==> src/rtl/adc_tx_pkg.sv <==
// Shared definitions for the ADC sample framer.
//   state_t       : framer FSM states
//   SYNC_BYTE_DEF : default first byte of every frame
//   FRAME_BYTES   : bytes per frame (sync, sample high, sample low)
//   DROP_CNT_W    : width of the saturating drop counter
package adc_tx_pkg;

  typedef enum logic [1:0] {
    IDLE  = 2'd0,
    ISSUE = 2'd1,
    WAIT  = 2'd2
  } state_t;

  localparam logic [7:0] SYNC_BYTE_DEF = 8'hA5;
  localparam int         FRAME_BYTES   = 3;
  localparam int         DROP_CNT_W    = 8;

endpackage

==> src/rtl/adc_tx_framer_sample_fifo.sv <==
// sample_fifo: single-clock synchronous FIFO.
// Ports:
//   clk_i, reset_ni : clock, async active-low reset
//   push, din       : write request and data (ignored when full)
//   pop, dout       : read request and head-of-queue data (ignored when empty)
//   full, empty     : status
//   level           : current occupancy, 0..DEPTH
module sample_fifo #(
  parameter int WIDTH = 16,
  parameter int DEPTH = 8
) (
  input  logic                     clk_i,
  input  logic                     reset_ni,
  input  logic                     push,
  input  logic [WIDTH-1:0]         din,
  input  logic                     pop,
  output logic [WIDTH-1:0]         dout,
  output logic                     full,
  output logic                     empty,
  output logic [$clog2(DEPTH):0]   level
);

  localparam int AW = $clog2(DEPTH);

  logic [WIDTH-1:0] mem [DEPTH];
  logic [AW-1:0]    wr_ptr;
  logic [AW-1:0]    rd_ptr;
  logic             do_push;
  logic             do_pop;

  assign full    = (level == (AW+1)'(DEPTH));
  assign empty   = (level == '0);
  assign do_push = push && !full;
  assign do_pop  = pop && !empty;
  assign dout    = mem[rd_ptr];

  // DEPTH is a power of two, so pointer wrap is plain binary overflow.
  always_ff @(posedge clk_i or negedge reset_ni) begin
    if (!reset_ni) begin
      wr_ptr <= '0;
      rd_ptr <= '0;
      level  <= '0;
    end else begin
      if (do_push) wr_ptr <= wr_ptr + AW'(1);
      if (do_pop)  rd_ptr <= rd_ptr + AW'(1);
      case ({do_push, do_pop})
        2'b10:   level <= level + (AW+1)'(1);
        2'b01:   level <= level - (AW+1)'(1);
        default: level <= level;
      endcase
    end
  end

  always_ff @(posedge clk_i) begin
    if (do_push) mem[wr_ptr] <= din;
  end

endmodule

==> src/rtl/adc_tx_framer.sv <==
// adc_tx_framer: buffers 16-bit ADC samples and sends each one as a
// 3-byte frame (SYNC_BYTE, sample[15:8], sample[7:0]) over a
// request/ok/err byte handshake, retrying failed bytes.
// Ports:
//   clk_i, reset_ni               : clock, async active-low reset
//   sample_valid_i, sample_i      : sample strobe and data
//   tx_data_rdy_o, tx_data_o      : byte request pulse and byte
//   tx_ok_i, tx_err_i, busy_i     : handshake responses and interface busy
//   overflow_o, frame_err_o       : sticky error flags
//   drop_count_o                  : saturating drop/abandon count
//   level_o                       : sample FIFO occupancy
//
// state | meaning
// IDLE  | no frame in flight; pops the next sample if one is queued
// ISSUE | waiting for busy_i low to pulse the current byte
// WAIT  | byte requested; waiting for tx_ok_i / tx_err_i
module adc_tx_framer
  import adc_tx_pkg::*;
#(
  parameter int         DEPTH     = 8,
  parameter int         MAX_RETRY = 3,
  parameter logic [7:0] SYNC_BYTE = SYNC_BYTE_DEF
) (
  input  logic                    clk_i,
  input  logic                    reset_ni,
  input  logic                    sample_valid_i,
  input  logic [15:0]             sample_i,
  output logic                    tx_data_rdy_o,
  output logic [7:0]              tx_data_o,
  input  logic                    tx_ok_i,
  input  logic                    tx_err_i,
  input  logic                    busy_i,
  output logic                    overflow_o,
  output logic                    frame_err_o,
  output logic [DROP_CNT_W-1:0]   drop_count_o,
  output logic [$clog2(DEPTH):0]  level_o
);

  localparam int         RW       = (MAX_RETRY < 1) ? 1 : $clog2(MAX_RETRY + 1);
  localparam logic [1:0] LAST_IDX = 2'(FRAME_BYTES - 1);

  state_t            state, state_d;
  logic [15:0]       frame_q;
  logic [1:0]        idx_q;
  logic [RW-1:0]     retry_q;
  logic              pop, adv, retry_inc, retry_clr, abandon;
  logic              fifo_full, fifo_empty, drop_in;
  logic [15:0]       fifo_dout;
  logic [DROP_CNT_W:0] drop_sum;

  sample_fifo #(.WIDTH(16), .DEPTH(DEPTH)) u_fifo (
    .clk_i    (clk_i),
    .reset_ni (reset_ni),
    .push     (sample_valid_i),
    .din      (sample_i),
    .pop      (pop),
    .dout     (fifo_dout),
    .full     (fifo_full),
    .empty    (fifo_empty),
    .level    (level_o)
  );

  // Full is judged before any same-cycle pop, so a push into a full FIFO
  // is always a drop.
  assign drop_in  = sample_valid_i && fifo_full;
  assign drop_sum = {1'b0, drop_count_o}
                  + {{DROP_CNT_W{1'b0}}, drop_in}
                  + {{DROP_CNT_W{1'b0}}, abandon};

  always_comb begin
    state_d       = state;
    pop           = 1'b0;
    adv           = 1'b0;
    retry_inc     = 1'b0;
    retry_clr     = 1'b0;
    abandon       = 1'b0;
    tx_data_rdy_o = 1'b0;
    case (state)
      IDLE: begin
        if (!fifo_empty) begin
          pop     = 1'b1;
          state_d = ISSUE;
        end
      end
      ISSUE: begin
        if (!busy_i) begin
          tx_data_rdy_o = 1'b1;
          state_d       = WAIT;
        end
      end
      WAIT: begin
        // err wins when ok and err arrive together
        if (tx_err_i) begin
          if (retry_q < RW'(MAX_RETRY)) begin
            retry_inc = 1'b1;
            state_d   = ISSUE;
          end else begin
            abandon = 1'b1;
            state_d = IDLE;
          end
        end else if (tx_ok_i) begin
          retry_clr = 1'b1;
          if (idx_q == LAST_IDX) begin
            state_d = IDLE;
          end else begin
            adv     = 1'b1;
            state_d = ISSUE;
          end
        end
      end
      default: state_d = IDLE;
    endcase
  end

  always_comb begin
    tx_data_o = 8'h00;
    if (state != IDLE) begin
      case (idx_q)
        2'd0:    tx_data_o = SYNC_BYTE;
        2'd1:    tx_data_o = frame_q[15:8];
        default: tx_data_o = frame_q[7:0];
      endcase
    end
  end

  always_ff @(posedge clk_i or negedge reset_ni) begin
    if (!reset_ni) begin
      state        <= IDLE;
      frame_q      <= '0;
      idx_q        <= '0;
      retry_q      <= '0;
      overflow_o   <= 1'b0;
      frame_err_o  <= 1'b0;
      drop_count_o <= '0;
    end else begin
      state <= state_d;
      if (pop) begin
        frame_q <= fifo_dout;
        idx_q   <= '0;
      end else if (adv) begin
        idx_q <= idx_q + 2'd1;
      end
      if (retry_clr || abandon) retry_q <= '0;
      else if (retry_inc)      retry_q <= retry_q + RW'(1);
      if (drop_in) overflow_o  <= 1'b1;
      if (abandon) frame_err_o <= 1'b1;
      if (drop_sum[DROP_CNT_W]) drop_count_o <= '1;
      else                      drop_count_o <= drop_sum[DROP_CNT_W-1:0];
    end
  end

endmodule
==> config.mk <==
export PLATFORM = sky130hd
export DESIGN_NAME = adc_tx_framer
export DESIGN_NICKNAME = d
export VERILOG_FILES = /design/src/rtl/adc_tx_pkg.sv /design/src/rtl/adc_tx_framer_sample_fifo.sv /design/src/rtl/adc_tx_framer.sv
export SDC_FILE = /design/constraint.sdc
export NUM_CORES = 1
export LEC_CHECK = 0
export ABC_AREA = 1
export BUFFER_PORTS_ARGS = -buffer_cell sky130_fd_sc_hd__clkbuf_2
export CORE_UTILIZATION = 30
export CTS_CLUSTER_DIAMETER = 30
export CTS_CLUSTER_SIZE = 24
export DETAILED_ROUTE_END_ITERATION = 8
export PLACE_DENSITY = 0.45
export REMOVE_ABC_BUFFERS = 1
export SYNTH_ARGS = -nofsm -noshare
export SYNTH_HDL_FRONTEND = slang
export SYNTH_SLANG_ARGS = --single-unit
==> constraint.sdc <==
create_clock -name clk_i -period 1.9 [get_ports clk_i]
set_clock_uncertainty 0.15 [all_clocks]
set_input_delay 0.095 -clock clk_i [delete_from_list [all_inputs] [get_ports clk_i]]
set_output_delay 0.095 -clock clk_i [all_outputs]
set_load 0.005 [all_outputs]
==> results of run 1 <==
-- where the power goes --
| part | internal, mW | leakage [nW] | switching, mW | total (mW) |
|---|---|---|---|---|
| Sequential | 4.84 | 1.68 | 0.449 | 5.29 |
| Combinational | 2.35 | 1.73 | 3.60 | 5.95 |
| Clock | 1.68 | 0.249 | 1.49 | 3.17 |
-- layer usage --
layer / up-vias / part of all wire (%) / track usage (%) / routed length, um
li1: 2450 / - / - / -
met1: 2451 / 46 / 20.94 / 8637
met2: 91 / 49 / 26.50 / 9186
met3: 16 / 4.5 / 3.406 / 852
met4: 0 / 1.0 / 4.388 / 196
met5: - / 0 / 0 / 0
-- logic make-up after synthesis --
logic type	after synthesis
AND/OR/NAND/NOR	301
flip-flops	170
AO/OA/AOI/OAI	97
buffers and inverters	58
adder cells (fa/ha/maj)	11
XOR/XNOR	6
-- how the worst min path moves through the flow --
stage | startpoint | to
6_report | reset_ni | drop_count_o[5]$_DFF_PN0_
5_1_grt | reset_ni | drop_count_o[5]$_DFF_PN0_
4_1_cts | reset_ni | drop_count_o[5]$_DFF_PN0_
3_5_place_dp | reset_ni | drop_count_o[5]$_DFF_PN0_
3_3_place_gp | reset_ni | drop_count_o[3]$_DFF_PN0_
2_1_floorplan | reset_ni | drop_count_o[0]$_DFF_PN0_
-- cell type report --
cell class	instances	area, um^2
Timing Repair Buffer	130	1072
Tap cell	319	399.1
Inverter	30	117.6
Sequential cell	170	4896
Clock inverter	12	92.59
Clock buffer	20	436.7
Fill cell	2239	14160
Multi-Input combinational cell	415	2302
-- registers in the layout, summed over array words and instances, names as in the netlist, 3 cells and up --
signal and flops:
u_fifo.level 4, u_fifo.wr_ptr 3, u_fifo.rd_ptr 3, u_fifo.mem 128, frame_q 16, drop_count_o 8
-- cell usage in the layout, fill, tap and decap left out, types with 2 or more instances in the layout --
cell and n:
a21oi_1 4, a21oi_2 7, a21oi_4 5, buf_12 5
buf_2 7, buf_4 42, buf_6 13, buf_8 3
clkbuf_1 3, clkbuf_16 18, clkbuf_2 37, clkinv_1 2
clkinv_4 4, clkinvlp_4 3, dfrtp_1 41, dlygate4sd3_1 22
edfxtp_1 128, ha_1 4, ha_4 5, inv_1 17
inv_2 11, inv_6 4, nand2_1 68, nand2_2 9
nand2_4 4, nand3_1 55, nand3_2 5, nor2_1 136
nor2_2 3, nor2_4 11, nor3_4 2, o21ai_0 25
o21ai_1 50, o31ai_1 2, or2_4 2, xnor2_1 2
xor2_1 4
-- metrics by stage --
step                utilization (%)  TNS, ns  total power, mW  setup slack, ns  hold WS [ns]
global placement              34.34   -1.563            10.53          -0.1992      -0.07953
floorplan                         -   -31.00            8.236          -0.8028       -0.3506
detailed placement            34.34   -2.069            10.59          -0.2701      -0.06736
CTS                           38.46  -0.5122            14.17         -0.08043      0.007464
finish                        39.69  -0.9228            14.41         -0.06202      0.009764
global route                  39.69   -4.304            15.38          -0.1480       0.05391
-- worst register-to-register path, delay by kind of cell (launching register included) --
kind	cells	cell delay, ns
flops	1	0.39
simple gates	6	0.45
fa+ha+maj	3	0.78
buf+inv	1	0.06
-- repair_timing --
item,4_1_cts,5_1_grt
resized for setup,56,54
hold buffers,22,0
cloned,0,3
pin swaps,22,22
endpoints found under the setup margin,30,141
endpoints found under the hold margin,179,0
setup buffers,4,6
==> results.md, run 1 <==
- Number of optimization iterations in the first detailed-route pass: 4
- Worst slew margin: 66.62%
- Largest cells by area after synthesis: edfxtp_1, dfrtp_1, nor2_1
- Final Hold Violating Endpoints: 0
- Number of enable-type register cells in the synthesized netlist: roughly 130
- Antenna Nets Post-Route: 0
- Antenna diodes: 0
- Global-route wire length before repair: between 20000 and 30000 um
- Number of cells on the worst reg-to-reg path: 10
- Leakage: 3.660 nW
- Synthesized-area fraction occupied by xor and xnor cells: less than 1%
- Final GP Congestion: roughly 0.76
- Via count of the first global-routing pass: between 5000 and 6000
- Type of the most critical hold path: in -> async
- Cell count after synthesis: between 600 and 700
- Start of the worst register-to-register path: retry_q[1]$_DFFE_PN0P_
- Critical Path Source: idx_q[0]$_DFFE_PN0P_
- Finish-stage setup viols: 39
- Placement row count: between 50 and 60
- Root Buffer: clkbuf_16
- Status: complete, but fails checks
- Drt via density: 4.569
- Final routed wire length divided by cell count: around 17 um
- Fraction of the mapped netlist area in adder cells: about 2.0%
- Number of ports placed on the die boundary: 45
- Cell count along the critical path: 7
- Final Max Tran Viols: 0
- Reg-to-reg setup timing slack: -0.05 ns
- Async SR Flop Fraction: 24.71%
- Post-synthesis register bit count: 170
- Setup repair after global routing missed its margin: true
- Commonest cells post-synth: nor2_1, edfxtp_1, nand2_1
- Top flip-flop cell by instance count after synthesis: edfxtp_1
- Synth Area per Inst: ~11 um^2
- Initial Utilization: 30.62%
- Fraction of layout cells with a size suffix above 1: between 20% and 30%
- TritonCTS clock tree: yes
- Signed area change from the synthesized netlist to the final layout: 29.63%
- Slack of the critical path: -0.06202 ns
- Final Cycle Share: 103.3%
- Leftover overflow at the end of global routing: 0
- CP max stage cell: dfrtp_1
- Largest fanout on the critical path: 3
- Mux contribution to synthesized area: 0%
- Arr. time, crit path: about 1.7 ns
- Time the final worst path needs with I/O delays and setup: 1.962 ns
- Non-Filler Instances: 1096
- Netlist area before placement: about 0.0072 mm^2
- Crit path kind: reg -> out
- Compound-gate portion of the synthesized area: approximately 7.0%
- Synth area leader: edfxtp_1
- Clock transition time at the flip-flop clock pins of the worst setup and hold paths: about 0.07 ns
- Cell family contributing the most delay on the critical path: flip-flops
- Critical Path RT: roughly 1.7 ns
- Endpoint class of the critical path: output port
- Level count of the clock H-tree: 4
- Share of Yosys cell area claimed by the top area cell type: ~53%
- Portion of the post-synthesis area used by sequential elements: 68.11%
- Area of the core region: ~0.023 mm^2
- Dominant combinational cell family by area after synthesis: simple AND/OR/NAND/NOR gates
- Routed wire length: between 15000 and 20000 um
- Count of max-cap constraint violations: 0
- Bufs and invs on worst path: 3
- Routed via count: 5008
- Violated checks: setup timing
- Capture instance of the worst register-to-register path: drop_count_o[4]$_DFF_PN0_
- Die height: 156.8 um
- Hpwl dp: 11550 um
- Critical Path Sink: tx_data_o[6]
- Cell area reported after detailed placement: a little over 0.008 mm^2
- Sinks on Clock Net: 170
- Inst Count DP: about 1000
- Post-Synth Simple-Gate Area: around 18%
- DR iter-0 viols: between 300 and 400
- VDD IR max: 0.0006553 V
- Maximum number of pins on one net before global-route repair: 49
- Number of warnings reported in the yosys synthesis log: 0
- Number of buffers created by CTS: 17
- Most frequent cell after synthesis: nor2_1
- Highest cell delay on the worst timing path: ~0.41 ns
- CP Cell Sequence: inv_2 -> ha_4 -> nor2_4 -> buf_6 -> nand2_2 -> a21oi_4 -> buf_2
- Post-route DRC: 0
- Number of buffers on the longest clock path: 2
- Final instance area: between 0.009 and 0.01 mm^2
- Die span in x: approximately 160 um
- Gr usage total: roughly 16%
- DIE AREA: approximately 0.025 mm^2
- Number of antenna violations at the first check in global routing: 0
- Number of nets in the layout: ~800
- Maximum achievable frequency: around 0.5 GHz
- Insertion delay to the later sink of the worst-skew pair: 0.43 ns
- Startpoint kind of the worst setup timing path: flop
- Port Buf Inserts: 44
- Total power divided by cell area: ~1500 mW/mm^2
- Netlist cell types: 35
- Slew @ Worst Pin: roughly 0.5 ns
(Power assumes the default switching activity.)
==> run 2, diff against run 1 <==
--- a/config.mk
+++ b/config.mk
@@ -7,11 +7,13 @@
 export LEC_CHECK = 0
 export ABC_AREA = 1
 export BUFFER_PORTS_ARGS = -buffer_cell sky130_fd_sc_hd__clkbuf_2
+export CELL_PAD_IN_SITES_DETAIL_PLACEMENT = 1
+export CELL_PAD_IN_SITES_GLOBAL_PLACEMENT = 2
 export CORE_UTILIZATION = 30
 export CTS_CLUSTER_DIAMETER = 30
 export CTS_CLUSTER_SIZE = 24
 export DETAILED_ROUTE_END_ITERATION = 8
-export PLACE_DENSITY = 0.45
+export PLACE_DENSITY = 0.62
 export REMOVE_ABC_BUFFERS = 1
 export SYNTH_ARGS = -nofsm -noshare
 export SYNTH_HDL_FRONTEND = slang
==> constraint.sdc (replaced) <==
create_clock -name clk_i -period 1.7 [get_ports clk_i]
set_clock_uncertainty 0.15 [all_clocks]
set_input_delay 0.085 -clock clk_i [delete_from_list [all_inputs] [get_ports clk_i]]
set_output_delay 0.085 -clock clk_i [all_outputs]
set_load 0.005 [all_outputs]
==> run 2 against run 1 <==
  * Clock power increased by 21%
  * The flow finishes with violations (hold timing, setup timing)
  * Non-clock buffer count increased by 7
  * Via count increased by 2.3%
  * Flip-flop and latch count unchanged
  * Largest power group unchanged
  * Register-to-register slack got worse by 0.19 ns
  * Critical endpoint is now tx_data_o[4]
  * Routed wire length increased by 5.6%
  * Hold slack got worse by 0.080 ns
  * Critical path type unchanged
  * First-iteration DRC count decreased by 25%
  * Sequential power increased by 12%
  * Critical path depth unchanged
  * Total power increased by 18%
  * Clock-buffer cell count decreased by 3
==> results.md, run 2 (synthesis results as in run 1) <==
- Final GP Congestion: 0.7533
- Routed via count: between 5000 and 6000
- Leakage: 3.748 nW
- Via count of the first global-routing pass: ~5400
- Final Hold Violating Endpoints: 1
- Maximum number of pins on one net before global-route repair: 40
- Worst hold slack after final layout: -0.07059 ns
- Inst Count DP: roughly 1000
- Post-cts hold buffer count: 21
- Filler instances: around 2500
- Hpwl dp: roughly 13000 um
- Type of the most critical hold path: in -> reg
- VDD IR max: ~0.00073 V
- DIE AREA: about 0.025 mm^2
- Status: complete, but fails checks
- Global-route wire length before repair: roughly 30000 um
- Final Max Tran Viols: 0
- Initial Utilization: between 30% and 40%
- Sinks on Clock Net: 170
- Placement row count: 56
- Antenna diodes: 0
- Startpoint kind of the worst setup timing path: flop
- Leading cell types in the layout, fill and taps excluded: nor2_1, edfxtp_1, nand2_1
- CP max stage cell: dfrtp_1
- Cell area reported after detailed placement: approximately 0.008 mm^2
- Area of the core region: 0.02347 mm^2
- Number of ports placed on the die boundary: 45
- Number of optimization iterations in the first detailed-route pass: 4
- Reg-to-reg setup timing slack: -0.24 ns
- Largest fanout on the critical path: 8
- Die span in x: between 150 and 200 um
- Die height: around 160 um
- Final Cycle Share: 114.2%
- Largest register by flop count: u_fifo.mem
- Routed wire length: roughly 20000 um
- Level count of the clock H-tree: 4
- Highest cell delay on the worst timing path: approximately 0.42 ns
- Count of max-cap constraint violations: 0
- DR iter-0 viols: roughly 230
- Port Buf Inserts: 44
- Cell family contributing the most delay on the critical path: flip-flops
- Number of flip-flops in the largest register: approximately 130
- Non-Filler Instances: about 1100
- Number of antenna violations at the first check in global routing: 0
- Setup repair after global routing missed its margin: true
- Signed area change from the synthesized netlist to the final layout: 33.11%
- Insertion delay to the later sink of the worst-skew pair: 0.43 ns
- Slack of the critical path: -0.2415 ns
- Gr usage total: between 10% and 20%
- Final instance area: roughly 0.0096 mm^2
- Final routed wire length divided by cell count: 18.06 um
- Drt via density: between 4 and 5
- Largest regs: u_fifo.mem: 128 flops, frame_q: 16 flops, drop_count_o: 8 flops
- Finish-stage setup viols: 89
- Leftover overflow at the end of global routing: 0
- Total power divided by cell area: around 1800 mW/mm^2
- Number of buffers created by CTS: 17
- Leading cell type in the layout, fill and taps excluded: nor2_1
- Crit path kind: reg -> out
- Bufs and invs on worst path: 3
- Post-route DRC: 0
- Root Buffer: clkbuf_16
- Time the final worst path needs with I/O delays and setup: just under 2 ns
- TritonCTS clock tree: yes
- Slew @ Worst Pin: between 0.6 and 0.7 ns
- Antenna Nets Post-Route: 0
- Violated checks: hold timing, setup timing
- Critical Path RT: 1.46 ns
- Clock transition time at the flip-flop clock pins of the worst setup and hold paths: 0.07 ns
- Arr. time, crit path: between 1.5 and 2 ns
- Fraction of layout cells with a size suffix above 1: about 30%
- Endpoint class of the critical path: output port
- CP Cell Sequence: inv_2 -> ha_4 -> nor2_4 -> buf_8 -> nand2_2 -> a21oi_4 -> buf_2
- Number of nets in the layout: 804
- Maximum achievable frequency: 0.5151 GHz
- Worst slew margin: between 50 and 60%
- Number of buffers on the longest clock path: 2
==> run 2: changes by cell type in the layout (fill, tap and decap cells not counted), sizes merged <==
| cell | previous run | this run |
|---|---|---|
| clkbuf | 58 | 56 |
| buf | 70 | 77 |
| bufinv | 0 | 1 |
| clkinv | 7 | 3 |
| dlygate4sd3 | 22 | 21 |
| inv | 32 | 40 |
| clkinvlp | 3 | 1 |
==> run 2: path summary, 6_finish.rpt <==
kind                                              from                           end  depth (start not counted)
max in group asynchronous                     reset_ni  u_fifo.rd_ptr[0]$_DFFE_PN0P_                          3
hold / removal                          sample_valid_i        overflow_o$_DFFE_PN0N_                          4
hold reg to reg                frame_err_o$_DFFE_PN0P_       frame_err_o$_DFFE_PN0P_                          1
setup reg to reg           u_fifo.level[1]$_DFFE_PN0P_     drop_count_o[4]$_DFF_PN0_                         11
min in group asynchronous                     reset_ni     drop_count_o[0]$_DFF_PN0_                          3
setup / recovery                  idx_q[0]$_DFFE_PN0P_                  tx_data_o[4]                          7
==> run 2: final cells by class <==
| cell class | count | area, um^2 | share of cell area [%] |
|---|---|---|---|
| clock buffers | 17 | 425.4 | 4.447 |
| clock inverters | 15 | 151.4 | 1.583 |
| flip-flops and latches | 170 | 4897 | 51.19 |
| well taps | 319 | 399.1 | 4.172 |
| multi-input cells | 415 | 2376 | 24.84 |
| inverters | 30 | 122.6 | 1.282 |
| repair buffers | 137 | 1195 | 12.49 |
==> run 2: report_power, final <==
group	switching (mW)	internal, mW	leakage, nW	total (mW)
Clock	1.76	2.08	0.286	3.84
Sequential	0.497	5.41	1.68	5.90
Combinational	4.29	2.92	1.78	7.21
Total	6.55	10.4	3.75	17.0
==> run 2: per-stage QoR <==
stage               power, mW  worst slack [ns]  TNS, ns  util, %
floorplan               9.205            -1.003   -62.57        -
global placement        11.99           -0.4017   -14.08    34.74
detailed placement      12.22           -0.4840   -17.61    34.74
CTS                     16.93           -0.2554   -19.78    40.13
global route            18.09           -0.3325   -20.11    40.76
finish                  16.96           -0.2415   -13.57    40.76
==> run 2: tightest hold or removal path, cell delays in order <==
cell and delay (ns):
clkbuf_2 0.11, nand4_1 0.10, inv_2 0.08, or2_2 0.10
==> run 2: repair_timing <==
| item | in CTS | in global routing |
|---|---|---|
| buffers inserted | 8 | 5 |
| resized for setup | 106 | 37 |
| endpoints found under the setup margin | 150 | 151 |
| pin swaps | 23 | 16 |
| cloned | 4 | 0 |
| hold endpoints to repair | 178 | 1 |
==> run 2: metal layers <==
metal / vias to the layer above / GRT usage [%] / wire [um]
li1: 2461 / - / -
met1: 2574 / 22.44 / 9401
met2: 78 / 29.42 / 9790
met3: 11 / 3.295 / 558
met4: 0 / 3.922 / 173
met5: - / 0 / 0
==> run 3, diff against run 2 <==
--- a/config.mk
+++ b/config.mk
@@ -7,13 +7,11 @@
 export LEC_CHECK = 0
 export ABC_AREA = 1
 export BUFFER_PORTS_ARGS = -buffer_cell sky130_fd_sc_hd__clkbuf_2
-export CELL_PAD_IN_SITES_DETAIL_PLACEMENT = 1
-export CELL_PAD_IN_SITES_GLOBAL_PLACEMENT = 2
 export CORE_UTILIZATION = 30
 export CTS_CLUSTER_DIAMETER = 30
 export CTS_CLUSTER_SIZE = 24
 export DETAILED_ROUTE_END_ITERATION = 8
-export PLACE_DENSITY = 0.62
+export PLACE_DENSITY = 0.53
 export REMOVE_ABC_BUFFERS = 1
 export SYNTH_ARGS = -nofsm -noshare
 export SYNTH_HDL_FRONTEND = slang
==> run 3 against run 2 <==
  * Clock-buffer cell count is the same
  * Design area is essentially flat
  * Largest cell class unchanged
  * Register-to-register slack is essentially flat
  * Core utilization is essentially flat
  * Non-clock buffer count shrank 8
  * Hold slack gained 0.12 ns
  * Global-route usage shrank 2.2 points
  * Maximum frequency shrank 0.60%
  * Combinational power shrank 2.9%
  * The flow finishes with violations (setup timing)
  * Sequential share of layout area is essentially flat
  * Largest power group unchanged
==> results.md, run 3 (synthesis results as in run 1) <==
- Initial Utilization: a little under a third
- Setup Slack @ Placement: -0.4333 ns
- Routed via count: 4993
- Part of the total power dissipated in sequential elements: 34.6%
- Antenna diodes: 0
- Largest register by flop count: u_fifo.mem
- Inst Count DP: about 1000
- Count of max-cap constraint violations: 0
- Area of the core region: ~0.023 mm^2
- Number of buffers on the longest clock path: 2
- Via count of the first global-routing pass: approximately 5000
- Violated checks: setup timing
- Final instance area: roughly 0.0096 mm^2
- Maximum number of pins on one net before global-route repair: approximately 40
- Type of the most critical hold path: in -> async
- Number of buffers created by CTS: 17
- Leading cell type in the layout, fill and taps excluded: nor2_1
- Bufs and invs on worst path: 1
- DR iter-0 viols: 333
- Drt via density: around 4.6
- Gate power share: between 40 and 50%
- Proportion of power drawn by the clock network: between 20% and 30%
- Finish-stage setup viols: around 130
- Port Buf Inserts: 44
- Hpwl dp: about 9700 um
- Maximum achievable frequency: 0.5120 GHz
- Leakage: 3.731 nW
- Critical Path RT: approximately 1.9 ns
- Post-route DRC: 0
- Worst hold slack after final layout: ~0.05 ns
- Largest fanout on the critical path: 4
- CP max stage cell: dfrtp_1
- TritonCTS clock tree: yes
- Final Hold Violating Endpoints: 0
- Die span in x: 156.8 um
- Final Cycle Share: 114.9%
- Largest regs: u_fifo.mem: 128 flops, frame_q: 16 flops, drop_count_o: 8 flops
- Cell count along the critical path: 9
- Final Max Tran Viols: 0
- Final routed wire length divided by cell count: about 16 um
- Endpoint class of the critical path: flop
- Routed wire length: roughly 18000 um
- Highest cell delay on the worst timing path: 0.39 ns
- Slack of the critical path: -0.2533 ns
- Total power divided by cell area: 1771 mW/mm^2
- Number of flip-flops in the largest register: around 130
- Cell family contributing the most delay on the critical path: adder cells
- Number of nets in the layout: about 800
- P_sw: 6.394 mW
- Time the final worst path needs with I/O delays and setup: 1.953 ns
- Crit path kind: reg -> reg
- Slew @ Worst Pin: just under 0.6 ns
- Startpoint kind of the worst setup timing path: flop
- Insertion delay to the later sink of the worst-skew pair: approximately 0.42 ns
- Die height: roughly 160 um
- Level count of the clock H-tree: 4
- Global-route wire length before repair: around 27000 um
- Number of optimization iterations in the first detailed-route pass: 6
- Gr usage total: between 10 and 15%
- Cell area reported after detailed placement: approximately 0.0082 mm^2
- Overall power after layout: between 15 and 20 mW
- Signed area change from the synthesized netlist to the final layout: 33.03%
- Non-Filler Instances: between 1000 and 1500
- Antenna Nets Post-Route: 0
- Placement row count: 56
- Internal portion of total power: 10.54 mW
- Status: complete, but fails checks
- Leading cell types in the layout, fill and taps excluded: nor2_1, edfxtp_1, nand2_1
- Sinks on Clock Net: 170
- VDD IR max: about 0.00092 V
- Final GP Congestion: between 0.7 and 0.8
- Arr. time, crit path: approximately 2.1 ns
- Fraction of layout cells with a size suffix above 1: ~29%
- Number of ports placed on the die boundary: between 40 and 50
- Setup repair after global routing missed its margin: true
- Number of antenna violations at the first check in global routing: 0
- Final Util: between 40 and 50%
- Worst slew margin: about three fifths
- Net Sw Frac: 37.77%
- Clock transition time at the flip-flop clock pins of the worst setup and hold paths: about 0.070 ns
- Root Buffer: clkbuf_16
- Leftover overflow at the end of global routing: 0
- Number of cells on the worst reg-to-reg path: 9
- CP Cell Sequence: ha_2 -> nand2_2 -> nor2_4 -> fa_2 -> ha_4 -> nand2_4 -> inv_1 -> a31oi_1 -> o21ai_1
- Total Negative Setup Slacks: -14.63 ns
- DIE AREA: 0.02458 mm^2
[run 3: cell types whose count changed in the layout (fill, tap and decap cells not counted), moves of 3 or more]
cell / before / now
buf_6: 17 / 6
buf_12: 8 / 15
buf_8: 8 / 1
inv_6: 10 / 4
nand2_4: 2 / 7
nand2_2: 14 / 11
[run 3: metal layers]
metal	up-vias	share of wire, %	global-route usage [%]
met5	-	0	0
met4	0	0.48	2.988
met3	9	4.8	3.628
met2	140	49	25.35
met1	2393	46	19.45
li1	2451	-	-
[run 3: cell type report]
cell class	instances	area (um^2)
Sequential cell	170	4897
Clock buffer	17	425.4
Multi-Input combinational cell	415	2379
Inverter	30	117.6
Timing Repair Buffer	129	1146
Fill cell	2191	13910
Clock inverter	15	196.4
Tap cell	319	399.1
[run 3: timing repair]
action / in CTS / in global routing
setup endpoints to repair: 149 / 151
pin swaps: 21 / 22
gates cloned: 2 / 1
hold buffers: 22 / 0
setup buffers: 14 / 4
endpoints found under the hold margin: 179 / 0
resized for setup: 71 / 47
[run 3: worst paths after layout]
check / end / start / slack, ns
max: drop_count_o[6]$_DFF_PN0_ / retry_q[1]$_DFFE_PN0P_ / -0.25
min: retry_q[0]$_DFFE_PN0P_ / reset_ni / 0.05
max reg2reg: drop_count_o[6]$_DFF_PN0_ / retry_q[1]$_DFFE_PN0P_ / -0.25
min reg2reg: frame_err_o$_DFFE_PN0P_ / frame_err_o$_DFFE_PN0P_ / 0.32
max in group asynchronous: state[0]$_DFFE_PN0P_ / reset_ni / 0.81
min in group clk_i: state[1]$_DFFE_PN0P_ / busy_i / 0.32
[run 3: worst register-to-register path, delay by kind of cell (launching register included)]
kind,cells,cell delay (ns)
adders and majority gates,3,0.78
and+or+nand+nor,3,0.21
AOI/OAI and AO/OA,2,0.25
DFF,1,0.39
buffers and inverters,1,0.07
[run 3: power groups by stage]
stage | sequential, mW | clock [mW] | combinational [mW]
floorplan | 6.09 | 0 | 3.11
global placement | 5.87 | 0 | 5.94
detailed placement | 5.89 | 0 | 5.97
CTS | 5.83 | 4.13 | 6.76
global route | 5.95 | 4.30 | 7.77
finish | 5.86 | 4.07 | 7.00
